===== config.mk =====
export PLATFORM = sky130hd
export DESIGN_NAME = booth_multiplier_seq
export DESIGN_NICKNAME = d
export VERILOG_FILES = /design/src/rtl/booth_mul_pkg.sv /design/src/rtl/booth_multiplier_seq_recoder.sv /design/src/rtl/booth_multiplier_seq.sv
export SDC_FILE = /design/constraint.sdc
export NUM_CORES = 1
export LEC_CHECK = 0
export BUFFER_PORTS_ARGS = -buffer_cell sky130_fd_sc_hd__buf_2
export CAP_MARGIN = 15
export CORE_ASPECT_RATIO = 2
export CORE_UTILIZATION = 35
export DETAILED_ROUTE_END_ITERATION = 8
export PLACE_DENSITY = 0.53
export SLEW_MARGIN = 0
export SYNTH_ARGS = -nofsm -noshare
export SYNTH_HDL_FRONTEND = slang
export SYNTH_HIERARCHICAL = 1
export SYNTH_SLANG_ARGS = --single-unit
export TNS_END_PERCENT = 50

===== constraint.sdc =====
create_clock -name clk -period 3.49 [get_ports clk]
set_input_delay 0.5235 -clock clk [delete_from_list [all_inputs] [get_ports clk]]
set_output_delay 0.5235 -clock clk [all_outputs]
set_load 0.05 [all_outputs]

===== src/rtl/booth_mul_pkg.sv =====
// Shared state/digit types and iteration-count helper for the sequential Booth multiplier.
// Build option: define BOOTH_MUL_RADIX4_EN for radix-4 modified Booth recoding.
package booth_mul_pkg;

  typedef enum logic [1:0] {IDLE, RUN, DONE} state_t;

  typedef enum logic [2:0] {
    DIG_ZERO,
    DIG_POS1,
    DIG_NEG1,
    DIG_POS2,
    DIG_NEG2
  } booth_digit_t;

`ifdef BOOTH_MUL_RADIX4_EN
  localparam int BOOTH_SHIFT = 2;
`else
  localparam int BOOTH_SHIFT = 1;
`endif

  localparam int BOOTH_WIN_W = BOOTH_SHIFT + 1;

  function automatic int booth_iter(input int width);
`ifdef BOOTH_MUL_RADIX4_EN
    return width / 2 + 1;
`else
    return width + 1;
`endif
  endfunction

  // Radix-2 windows {q0,q-1} are presented as {q0,q0,q-1}, which decodes identically.
  function automatic booth_digit_t booth_decode(input logic [2:0] win);
    case (win)
      3'b001, 3'b010: return DIG_POS1;
      3'b011:         return DIG_POS2;
      3'b100:         return DIG_NEG2;
      3'b101, 3'b110: return DIG_NEG1;
      default:        return DIG_ZERO;
    endcase
  endfunction

endpackage


===== src/rtl/booth_multiplier_seq_recoder.sv =====
// Combinational Booth recoder: turns the multiplier window into a signed addend of M.
// Window width follows BOOTH_MUL_RADIX4_EN (3 bits when defined, 2 bits otherwise).
module booth_recoder
  import booth_mul_pkg::*;
#(
  parameter int WIDTH = 8
) (
  input  logic [BOOTH_WIN_W-1:0] i_window,
  input  logic [WIDTH:0]         i_m,
  output logic [WIDTH+2:0]       o_addend
);

  logic [2:0]       w_triplet;
  logic [WIDTH+2:0] w_mExt;
  booth_digit_t     w_digit;

`ifdef BOOTH_MUL_RADIX4_EN
  assign w_triplet = i_window;
`else
  assign w_triplet = {i_window[1], i_window};
`endif

  assign w_mExt  = {{2{i_m[WIDTH]}}, i_m};
  assign w_digit = booth_decode(w_triplet);

  always_comb begin
    o_addend = '0;
    case (w_digit)
      DIG_POS1: o_addend = w_mExt;
      DIG_NEG1: o_addend = -w_mExt;
      DIG_POS2: o_addend = w_mExt << 1;
      DIG_NEG2: o_addend = -(w_mExt << 1);
      default:  o_addend = '0;
    endcase
  end

endmodule


===== src/rtl/booth_multiplier_seq.sv =====
// Multi-cycle Booth multiplier with start/ready handshake and run-time signed/unsigned operands.
// Define BOOTH_MUL_RADIX4_EN for radix-4 recoding: same results, fewer iterations.
module booth_multiplier_seq
  import booth_mul_pkg::*;
#(
  parameter int WIDTH = 8
) (
  input  logic               clk,
  input  logic               reset,
  input  logic               en,
  input  logic [WIDTH-1:0]   A,
  input  logic [WIDTH-1:0]   B,
  input  logic               signed_mode,
  output logic [2*WIDTH-1:0] Output,
  output logic               ready,
  output logic               busy
);

  localparam int ITER = booth_iter(WIDTH);
  localparam int QW   = ITER * BOOTH_SHIFT;
  localparam int AW   = WIDTH + 3;
  localparam int CW   = $clog2(ITER + 1);

  state_t             r_state;
  logic [AW-1:0]      r_acc;
  logic [QW-1:0]      r_q;
  logic               r_qm1;
  logic [WIDTH:0]     r_m;
  logic [CW-1:0]      r_cnt;
  logic [2*WIDTH-1:0] r_out;
  logic               r_ready;
  logic               r_busy;

  logic [BOOTH_WIN_W-1:0] w_window;
  logic [AW-1:0]          w_addend;
  logic [AW-1:0]          w_sum;
  logic [AW+QW:0]         w_shifted;
  logic [WIDTH:0]         w_mInit;
  logic [QW-1:0]          w_qInit;

`ifdef BOOTH_MUL_RADIX4_EN
  assign w_window = {r_q[1:0], r_qm1};
`else
  assign w_window = {r_q[0], r_qm1};
`endif

  booth_recoder #(.WIDTH(WIDTH)) u_recoder (
    .i_window (w_window),
    .i_m      (r_m),
    .o_addend (w_addend)
  );

  // Multiplier is widened to QW bits so every window, including the last, sees its sign.
  assign w_mInit   = {signed_mode & A[WIDTH-1], A};
  assign w_qInit   = {{(QW-WIDTH){signed_mode & B[WIDTH-1]}}, B};
  assign w_sum     = r_acc + w_addend;
  assign w_shifted = $signed({w_sum, r_q, r_qm1}) >>> BOOTH_SHIFT;

  always_ff @(posedge clk) begin
    if (reset) begin
      r_state <= IDLE;
      r_acc   <= '0;
      r_q     <= '0;
      r_qm1   <= 1'b0;
      r_m     <= '0;
      r_cnt   <= '0;
      r_out   <= '0;
      r_ready <= 1'b0;
      r_busy  <= 1'b0;
    end else begin
      case (r_state)
        IDLE, DONE: begin
          if (en) begin
            r_m     <= w_mInit;
            r_q     <= w_qInit;
            r_acc   <= '0;
            r_qm1   <= 1'b0;
            r_cnt   <= CW'(ITER);
            r_state <= RUN;
            r_ready <= 1'b0;
            r_busy  <= 1'b1;
          end
        end
        RUN: begin
          r_acc <= w_shifted[AW+QW:QW+1];
          r_q   <= w_shifted[QW:1];
          r_qm1 <= w_shifted[0];
          r_cnt <= r_cnt - CW'(1);
          // After the final shift the full product sits in {acc, Q}.
          if (r_cnt == CW'(1)) begin
            r_state <= DONE;
            r_out   <= w_shifted[2*WIDTH:1];
            r_ready <= 1'b1;
            r_busy  <= 1'b0;
          end
        end
        default: r_state <= IDLE;
      endcase
    end
  end

  assign Output = r_out;
  assign ready  = r_ready;
  assign busy   = r_busy;

endmodule


==> metrics, run 1 <==
htree depth 2; Period minus WS final 3.08 ns; vias 2,636; initial antenna violation count 0; CP peak stage delay 0.43 ns; Final period util 88.3%; setup TNS 0 ns; clk_lat worst skew 0.30 ns; vias in the first global route 2,583; internal power 1010 uW; GRT Total Usage 19.4%; post-route insts no fill 486; fin. max-slew vios 0; total CTS buffers 5; P_sw 391 uW; Clk pin slew, worst setup/hold paths 0.07 ns; CP Max Fanout 5; core area 7890 um^2; Placer Congestion 0.847; Largest delay share family, worst path simple AND/OR/NAND/NOR gates; # resized after CTS 0; Power Density 431 nW/um^2; worst relative slew slack 31.2%; Synth Area per Inst 7.83 um^2; drt first-iter violations 114; Seq cells post-synth 53; dpl cells 478; CP required 3.71 ns; largest net degree at the start of global routing 57; drt pass-1 iters 6; Yosys top cell area share 37.5%; drt total wl 7.59 mm; Yosys warnings 6; clock skew 0.00415 ns; Hold WS 0.450 ns; Final Util 41.1%; Switching Fraction 27.9%; Synth Area in Compound Gates 22.6%; largest family of logic cells by synthesized area simple AND/OR/NAND/NOR gates; Async SR Flop Fraction 0%; Fill cells 828; Clk pwr share 38.8%; DP HPWL 5.49 mm; Post-CTS Setup Bufs 0; most frequent CP cell ha_1; clock root buffer clkbuf_16; Cell Rows 46; slowest stage cell, crit path nor4_1; CTS sink count 53; first-pass GRT wire length 12.5 mm; Max-Cap Viols 0; CP Buf/Inv Count 1; Crit Path Class reg2reg; RSZ-0062 raised after global routing no; Slew @ Worst Pin 1.03 ns; Final Hold Fails 0; crit-path cells inv_1 -> ha_1 -> nand2b_1 -> nor4_1 -> xor2_1 -> o22ai_1 -> ha_1 -> nand2_1 -> nor2_1 -> a211oi_1 -> nand4b_1 -> mux2_4 -> a31oi_1; Post-DRT Antenna Nets 0; grt total ovfl 0; number of synthesized flops with an enable pin 0; Critical Path End Type flop; wire length per cell 15.6 um; synthesized instance count 362; DIE AREA 8480 um^2; CTS Hold Buffers Added 0; Max rail drop VDD 0.370 mV; commonest non-fill, non-tap cell in the layout nand2_1; Finish-stage setup viols 0; fin nets 426; Distinct cells, synth 50; Die W 65.6 um; mapped cell area 2830 um^2; post-synthesis xor/xnor area fraction 2.47%; cell taking the most area after synthesis dfxtp_1; Post-Synth Simple-Gate Area 24.5%; Primary FF master, synth dfxtp_1; Reg power frac 46.8%; clk buf depth 2; Residual DRC 0; commonest non-fill, non-tap cells in the layout nand2_1, a21oi_1, dfxtp_1, buf_2, nor2_1; CP startpoint kind flop; mux contribution to synthesized area 0.883%; status complete, no violations; Area Growth Syn to Fin 14.5%; Max Clock Freq 324 MHz; Hold WC Path Type reg2reg; routed vias/inst 5.42; CP arrival 3.30 ns; CTS tree done; syn_nets 399; Port Buf Inserts 37; starting density of the core 35.9%; sequential fraction of the synthesis area 37.5%; Synth area leaders dfxtp_1, a21oi_1, nand2_1; post-synthesis adder-cell area fraction 7.77%; number of diodes 0; share of cells above drive strength 1 15.4%; IO Count 38; Pleak 0.00129 uW; die height 129 um; Comb power frac 14.4%
[cells by family (layout without fill, tap and decap cells)]
logic type / after synthesis / after routing
and+or+nand+nor: 145 / 145
AOI/OAI and AO/OA: 106 / 106
DFF: 53 / 53
buffers and inverters: 31 / 59
adders and majority gates: 17 / 17
xor gates and xnor gates: 8 / 8
muxes: 2 / 2
[registers in the layout, indices dropped and copies added (netlist names), 2 cells and up]
signal and flops:
r_acc 10, Output 16, r_q 9, r_state 2, r_m 9, r_cnt 4
[path summary, 6_finish.rpt]
path	startpoint	endpoint	slack [ns]	depth (start not counted)
max	r_m[0]$_SDFFE_PP0P_	r_acc[9]$_SDFFE_PP0P_	0.41	13
min	Output[2]$_SDFFE_PP0P_	Output[2]$_SDFFE_PP0P_	0.45	2
max reg2reg	r_m[0]$_SDFFE_PP0P_	r_acc[9]$_SDFFE_PP0P_	0.41	13
min reg2reg	Output[2]$_SDFFE_PP0P_	Output[2]$_SDFFE_PP0P_	0.45	2
[cell usage after synthesis, types with 5 or more instances]
| library cell | number |
|---|---|
| nand2_1 | 68 |
| a21oi_1 | 55 |
| dfxtp_1 | 53 |
| nor2_1 | 30 |
| ha_1 | 16 |
| a22oi_1 | 14 |
| clkbuf_1 | 14 |
| inv_1 | 11 |
| nand3_1 | 9 |
| o21ai_0 | 8 |
| nand2b_1 | 7 |
| xnor2_1 | 6 |
| a21o_1 | 5 |
| buf_2 | 5 |
| nor3_1 | 5 |
[worst reg2reg max path, delay by kind of cell (launching register included)]
| kind | cells | cell delay, ns |
|---|---|---|
| flops | 1 | 0.35 |
| simple gates | 5 | 0.86 |
| compound gates | 3 | 0.73 |
| buf+inv | 1 | 0.11 |
| fa+ha+maj | 2 | 0.57 |
| mux | 1 | 0.28 |
| xor+xnor | 1 | 0.13 |
[stage by stage]
stage	instance area [um^2]	worst slack (ns)	total power, uW
finish	3240	0.407	1400
global route	3240	0.178	1460
CTS	3240	0.381	1420
detailed placement	3080	0.406	871
global placement	3080	0.433	869
floorplan	2830	0.704	810
[final cells by class]
cell class              instances  area [um^2]  area share (%)
multi-input cells             278         1650            50.9
inverters                      11         41.3            1.27
clock buffers                   7          153            4.70
flip-flops and latches         53         1060            32.7
clock inverters                 1         8.76           0.270
well taps                      96          120            3.70
repair buffers                 40          208            6.40
[power groups by stage]
stage	sequential (uW)	combinational [uW]	clock (uW)
floorplan	673	138	0
global placement	668	201	0
detailed placement	669	202	0
CTS	655	203	558
global route	659	224	577
finish	655	202	542
[metal layers]
metal | GRT usage, % | wire, um | up-vias | part of all wire (%)
met1 | 20.2 | 2970 | 1260 | 39
met3 | 2.29 | 156 | 12 | 2.1
met2 | 36.3 | 4240 | 43 | 56
met4 | 10.9 | 220 | 0 | 2.9
met5 | 0 | 0 | - | 0
li1 | - | - | 1321 | -
No activity file was read; power rests on OpenSTA's default activity.
==> inputs of run 2 (changes only) <==
==> constraint.sdc (replaced) <==
create_clock -name clk -period 3.39 [get_ports clk]
set_input_delay 0.5085 -clock clk [delete_from_list [all_inputs] [get_ports clk]]
set_output_delay 0.5085 -clock clk [all_outputs]
set_load 0.05 [all_outputs]
==> metrics, run 2 (synthesis gave the netlist of run 1 again) <==
CP startpoint kind flop; # resized after CTS 0 (unchanged); Post-DRT Antenna Nets 0 (unchanged); Slew @ Worst Pin 0.832 ns (-0.200 ns); Port Buf Inserts 37 (unchanged); Largest register FFs 16 (unchanged); wire length per cell 15.4 um (-1.5%); Fill cells 821 (-0.85%); Multi-input gate area 1650 um^2 (unchanged); core area 7890 um^2 (unchanged); die height 129 um (unchanged); Finish-stage setup viols 0 (unchanged); PnR Total Power 1450 uW (+4.0%); starting density of the core 35.9% (unchanged); Pleak 0.00129 uW (+0.63%); clock root buffer clkbuf_16; Clk pin slew, worst setup/hold paths 0.07 ns (about the same); routed vias/inst 5.33 (-1.7%); crit path launch r_m[3]$_SDFFE_PP0P_; Setup crit end r_acc[9]$_SDFFE_PP0P_; vias in the first global route 2,499 (-3.3%); drt pass-1 iters 4 (-2); Residual DRC 0 (unchanged); Crit Path Class reg2reg; clock skew 0.00413 ns (-0.0000164 ns); IO Count 38 (unchanged); RR Startpoint r_m[3]$_SDFFE_PP0P_; status complete, no violations; Placer Congestion 0.856 (+0.99%); worst relative slew slack 44.4% (+13 points); reg-to-reg setup timing slack 0.31 ns (-0.09 ns); htree depth 2 (unchanged); clk_lat worst skew 0.30 ns (about the same); DIE AREA 8480 um^2 (unchanged); fin. max-slew vios 0 (unchanged); GRT Total Usage 19.0% (-0.39 points); vias 2,597 (-1.5%); share of cells above drive strength 1 15.6% (+0.22 points); Hold WC Path Type in2reg; Max Clock Freq 325 MHz (+0.19%); CP Max Fanout 7 (+2); CP arrival 3.30 ns (about the same); DP HPWL 5.58 mm (+1.6%); register area 1060 um^2 (unchanged); Power Density 447 nW/um^2 (+3.5%); R2R depth 11 (-2); Max rail drop VDD 0.304 mV (-18%); clk buf depth 2 (unchanged); fin nets 428 (+0.47%); drt total wl 7.49 mm (-1.3%); Critical Path End Type flop; grt total ovfl 0 (unchanged); Post-CTS Setup Bufs 0 (unchanged); r2r endpoint r_acc[9]$_SDFFE_PP0P_; post-route insts no fill 487 (+0.21%); drt first-iter violations 151 (+32%); initial antenna violation count 0 (unchanged); number of diodes 0 (unchanged); first-pass GRT wire length 12.2 mm (-1.9%); CTS Hold Buffers Added 0 (unchanged); commonest non-fill, non-tap cell in the layout nand2_1; RSZ-0062 raised after global routing no; commonest non-fill, non-tap cells in the layout nand2_1, a21oi_1, dfxtp_1, buf_2, nor2_1; total CTS buffers 5 (unchanged); Final Hold Fails 0 (unchanged); dpl cells 480 (+0.42%); CP required 3.62 ns (-0.09 ns); CTS sink count 53 (unchanged); setup TNS 0 ns (unchanged); largest net degree at the start of global routing 47 (-18%); Period minus WS final 3.08 ns (-0.00587 ns); Area Growth Syn to Fin 15.0%; Max-Cap Viols 0 (unchanged); Final period util 90.8% (+2.4 points); CTS tree done; Die W 65.6 um (unchanged); Cell Rows 46 (unchanged)
-- run 2: changes by cell type in the layout (fill, tap and decap cells not counted), sizes merged --
cell and delta:
buf +2, bufinv +1, inv -1, clkbuf -2
clkinv +1
-- run 2: layer usage --
metal  part of all wire (%)  GRT usage (%)  vias up
met4                    3.9           10.1        0
met3                    2.3           2.38       15
met1                     39           19.8     1215
met2                     55           35.6       45
met5                      0              0        -
li1                       -              -     1322
-- run 2: where the power goes --
| part | internal, uW | leakage [uW] | switching [uW] | total, uW |
|---|---|---|---|---|
| clock | 343 | 0.0000797 | 230 | 573 |
| sequential | 648 | 0.000431 | 25.8 | 674 |
| combinational | 73.5 | 0.000783 | 134 | 208 |
| total | 1060 | 0.00129 | 390 | 1450 |
-- run 2: metrics by stage --
step	hold slack, ns	setup slack (ns)	util [%]	cell area (um^2)
finish	0.447	0.313	41.3	3260
global route	0.444	0.0992	41.3	3260
CTS	0.444	0.293	41.3	3260
detailed placement	0.443	0.316	39.3	3100
global placement	0.440	0.375	39.3	3100
floorplan	0.444	0.604	-	2830
-- run 2: critical path, cell delays in order (launching register included) --
cell and delay (ns):
dfxtp_1 0.37, or3_4 0.42, or3b_1 0.42, xnor2_1 0.14, o22ai_1 0.18, ha_1 0.32, a21oi_2 0.17, nor2_1 0.06
a211oi_1 0.37, nand4b_1 0.14, mux2_4 0.27, a31oi_1 0.14
-- run 2: worst min-delay path by stage --
| stage | startpoint | to | slack [ns] | cells after the start |
|---|---|---|---|---|
| floorplan | r_cnt[3]$_SDFFE_PP0P_ | r_cnt[3]$_SDFFE_PP0P_ | 0.44 | 1 |
| global placement | Output[4]$_SDFFE_PP0P_ | Output[4]$_SDFFE_PP0P_ | 0.44 | 2 |
| detailed placement | Output[5]$_SDFFE_PP0P_ | Output[5]$_SDFFE_PP0P_ | 0.44 | 2 |
| CTS | A[6] | r_m[6]$_SDFFE_PP0P_ | 0.44 | 3 |
| global route | A[2] | r_m[2]$_SDFFE_PP0P_ | 0.44 | 3 |
| finish | A[2] | r_m[2]$_SDFFE_PP0P_ | 0.45 | 3 |
-- run 2: area by class of cell --
class | instances | share of cell area, %
clock buffers | 5 | 3.84
clock inverters | 2 | 1.08
inverters | 11 | 1.27
multi-input cells | 278 | 50.7
flip-flops and latches | 53 | 32.6
well taps | 96 | 3.69
repair buffers | 42 | 6.84
==> inputs of run 3 (changes only) <==
--- a/config.mk
+++ b/config.mk
@@ -5,12 +5,12 @@
 export SDC_FILE = /design/constraint.sdc
 export NUM_CORES = 1
 export LEC_CHECK = 0
-export BUFFER_PORTS_ARGS = -buffer_cell sky130_fd_sc_hd__buf_2
 export CAP_MARGIN = 15
 export CORE_ASPECT_RATIO = 2
 export CORE_UTILIZATION = 35
 export DETAILED_ROUTE_END_ITERATION = 8
-export PLACE_DENSITY = 0.53
+export DONT_BUFFER_PORTS = 1
+export PLACE_DENSITY = 0.49
 export SLEW_MARGIN = 0
 export SYNTH_ARGS = -nofsm -noshare
 export SYNTH_HDL_FRONTEND = slang
==> metrics, run 3 (synthesis gave the netlist of run 1 again) <==
Cell Rows 46 (unchanged); CP peak stage delay 0.43 ns (about the same); setup TNS 0 ns (unchanged); DP Area 2910 um^2 (-6.2%); r2r endpoint r_acc[9]$_SDFFE_PP0P_; clock skew 0.00372 ns (-0.000413 ns); Largest delay share family, worst path adder cells; CP Buf/Inv Count 2 (+2); Slew @ Worst Pin 0.835 ns (+0.00269 ns); Post-DRT Antenna Nets 0 (unchanged); CTS sink count 53 (unchanged); register area 1060 um^2 (unchanged); Critical Path End Type flop; internal power 1060 uW (-0.61%); share of cells above drive strength 1 6.52% (-9.1 points); post-route insts no fill 449 (-7.8%); Multi-input gate area 1650 um^2 (unchanged); Area Growth Syn to Fin 8.35%; fin nets 390 (-8.9%); CTS tree done; routed vias/inst 5.50 (+3.1%); drt pass-1 iters 5 (+1); CP arrival 3.35 ns (+0.05 ns); Final period util 92.0% (+1.3 points); Final Hold Fails 0 (unchanged); reg-to-reg setup timing slack 0.27 ns (-0.04 ns); Max-Cap Viols 0 (unchanged); Clk pin slew, worst setup/hold paths 0.07 ns (about the same); GRT Total Usage 18.2% (-0.83 points); Crit Path Class reg2reg; Max Clock Freq 321 MHz (-1.4%); total CTS buffers 5 (unchanged); number of diodes 0 (unchanged); RR Startpoint r_qm1$_SDFFE_PP0P_; Setup crit end r_acc[9]$_SDFFE_PP0P_; P_sw 382 uW (-2.1%); # resized after CTS 0 (unchanged); DIE AREA 8480 um^2 (unchanged); DP HPWL 5.26 mm (-5.7%); slowest stage cell, crit path ha_1; wire length per cell 16.4 um (+6.9%); grt total ovfl 0 (unchanged); Max rail drop VDD 0.367 mV (+21%); first-pass GRT wire length 11.6 mm (-5.5%); Comb power frac 11.8% (-2.5 points); vias 2,468 (-5.0%); fin. max-slew vios 0 (unchanged); drt total wl 7.38 mm (-1.5%); vias in the first global route 2,284 (-8.6%); Largest register FFs 16 (unchanged); CP required 3.62 ns (about the same); clk buf depth 2 (unchanged); IO Count 38 (unchanged); Fill cells 817 (-0.49%); Levels on crit path 12 (+1); clock root buffer clkbuf_16; Period minus WS final 3.12 ns (+0.0431 ns); drt first-iter violations 89 (-41%); Switching Fraction 26.5% (-0.29 points); Placer Congestion 0.918 (+7.3%); clk_lat worst skew 0.30 ns (about the same); Post-CTS Setup Bufs 0 (unchanged); Finish-stage setup viols 0 (unchanged); starting density of the core 35.9% (unchanged); htree depth 2 (unchanged); crit-path cells inv_1 -> ha_1 -> nor3_1 -> ha_1 -> inv_1 -> fa_1 -> and2b_1 -> nor3_1 -> o21a_1 -> nand4bb_4 -> o2bb2a_1 -> a31oi_1; CP startpoint kind flop; dpl cells 442 (-7.9%); Pleak 0.00112 uW (-14%); Die W 65.6 um (unchanged); Residual DRC 0 (unchanged); initial antenna violation count 0 (unchanged); worst relative slew slack 44.2% (-0.18 points); die height 129 um (unchanged); R2R depth 12 (+1); CP Max Fanout 11 (+4); crit path launch r_qm1$_SDFFE_PP0P_; Hold WC Path Type in2reg; largest net degree at the start of global routing 57 (+21%); CTS Hold Buffers Added 0 (unchanged); RSZ-0062 raised after global routing no; Reg power frac 47.6% (+1.3 points); Clk pwr share 40.6% (+1.2 points); Power Density 469 nW/um^2 (+5.1%); status complete, no violations; Design Area, Final 3070 um^2 (-5.8%); core area 7890 um^2 (unchanged); Port Buf Inserts 0 (-100%); commonest non-fill, non-tap cell in the layout nand2_1; commonest non-fill, non-tap cells in the layout nand2_1, a21oi_1, dfxtp_1, nor2_1, ha_1
## run 3: cell types whose count changed in the layout (fill, tap and decap cells not counted)
cell	previous run	this run
clkinv_2	1	0
buf_2	37	0
inv_6	0	1
buf_4	5	4
## run 3: power by group through the flow
| stage | registers, uW | logic [uW] | clock network, uW |
|---|---|---|---|
| after floorplan | 692 | 142 | 0 |
| final | 685 | 170 | 585 |
| after global routing | 690 | 191 | 632 |
| after CTS | 685 | 174 | 608 |
| after detailed placement | 700 | 173 | 0 |
| after global placement | 699 | 171 | 0 |
## run 3: how the worst min path moves through the flow
stage | endpoint | depth (start not counted) | slack (ns) | start
floorplan | r_cnt[3]$_SDFFE_PP0P_ | 1 | 0.44 | r_cnt[3]$_SDFFE_PP0P_
global placement | r_cnt[3]$_SDFFE_PP0P_ | 1 | 0.45 | r_cnt[3]$_SDFFE_PP0P_
detailed placement | r_acc[6]$_SDFFE_PP0P_ | 2 | 0.46 | r_acc[6]$_SDFFE_PP0P_
CTS | r_q[6]$_SDFFE_PP0P_ | 1 | 0.27 | reset
global route | Output[5]$_SDFFE_PP0P_ | 1 | 0.26 | reset
finish | r_state[1]$_SDFFE_PP0P_ | 1 | 0.28 | reset
## run 3: routing by layer
| metal | vias up | part of all wire [%] | global-route usage (%) |
|---|---|---|---|
| met5 | - | 0 | 0 |
| met4 | 0 | 1.7 | 8.57 |
| met3 | 8 | 3.2 | 2.99 |
| met2 | 47 | 56 | 33.5 |
| met1 | 1164 | 39 | 19.5 |
| li1 | 1249 | - | - |
## run 3: metrics by stage
step | hold WS [ns] | power, uW | utilization, % | worst slack (ns)
after floorplan | 0.444 | 834 | - | 0.604
after global placement | 0.452 | 870 | 36.8 | 0.285
after detailed placement | 0.459 | 873 | 36.8 | 0.272
after CTS | 0.267 | 1470 | 38.9 | 0.255
after global routing | 0.265 | 1510 | 38.9 | 0.0604
final | 0.281 | 1440 | 38.9 | 0.270
## run 3: worst reg2reg max path, delay by kind of cell (launching register included)
family / cells / cell delay, ns
DFF: 1 / 0.36
adders and majority gates: 3 / 1.04
and+or+nand+nor: 4 / 0.80
AOI/OAI and AO/OA: 3 / 0.72
buffers and inverters: 2 / 0.13
## run 3: cell type report
cell class	instances	area share (%)
inverters	11	1.35
multi-input cells	278	53.9
well taps	96	3.91
clock inverters	2	1.26
repair buffers	4	0.978
clock buffers	5	4.08
flip-flops and latches	53	34.6
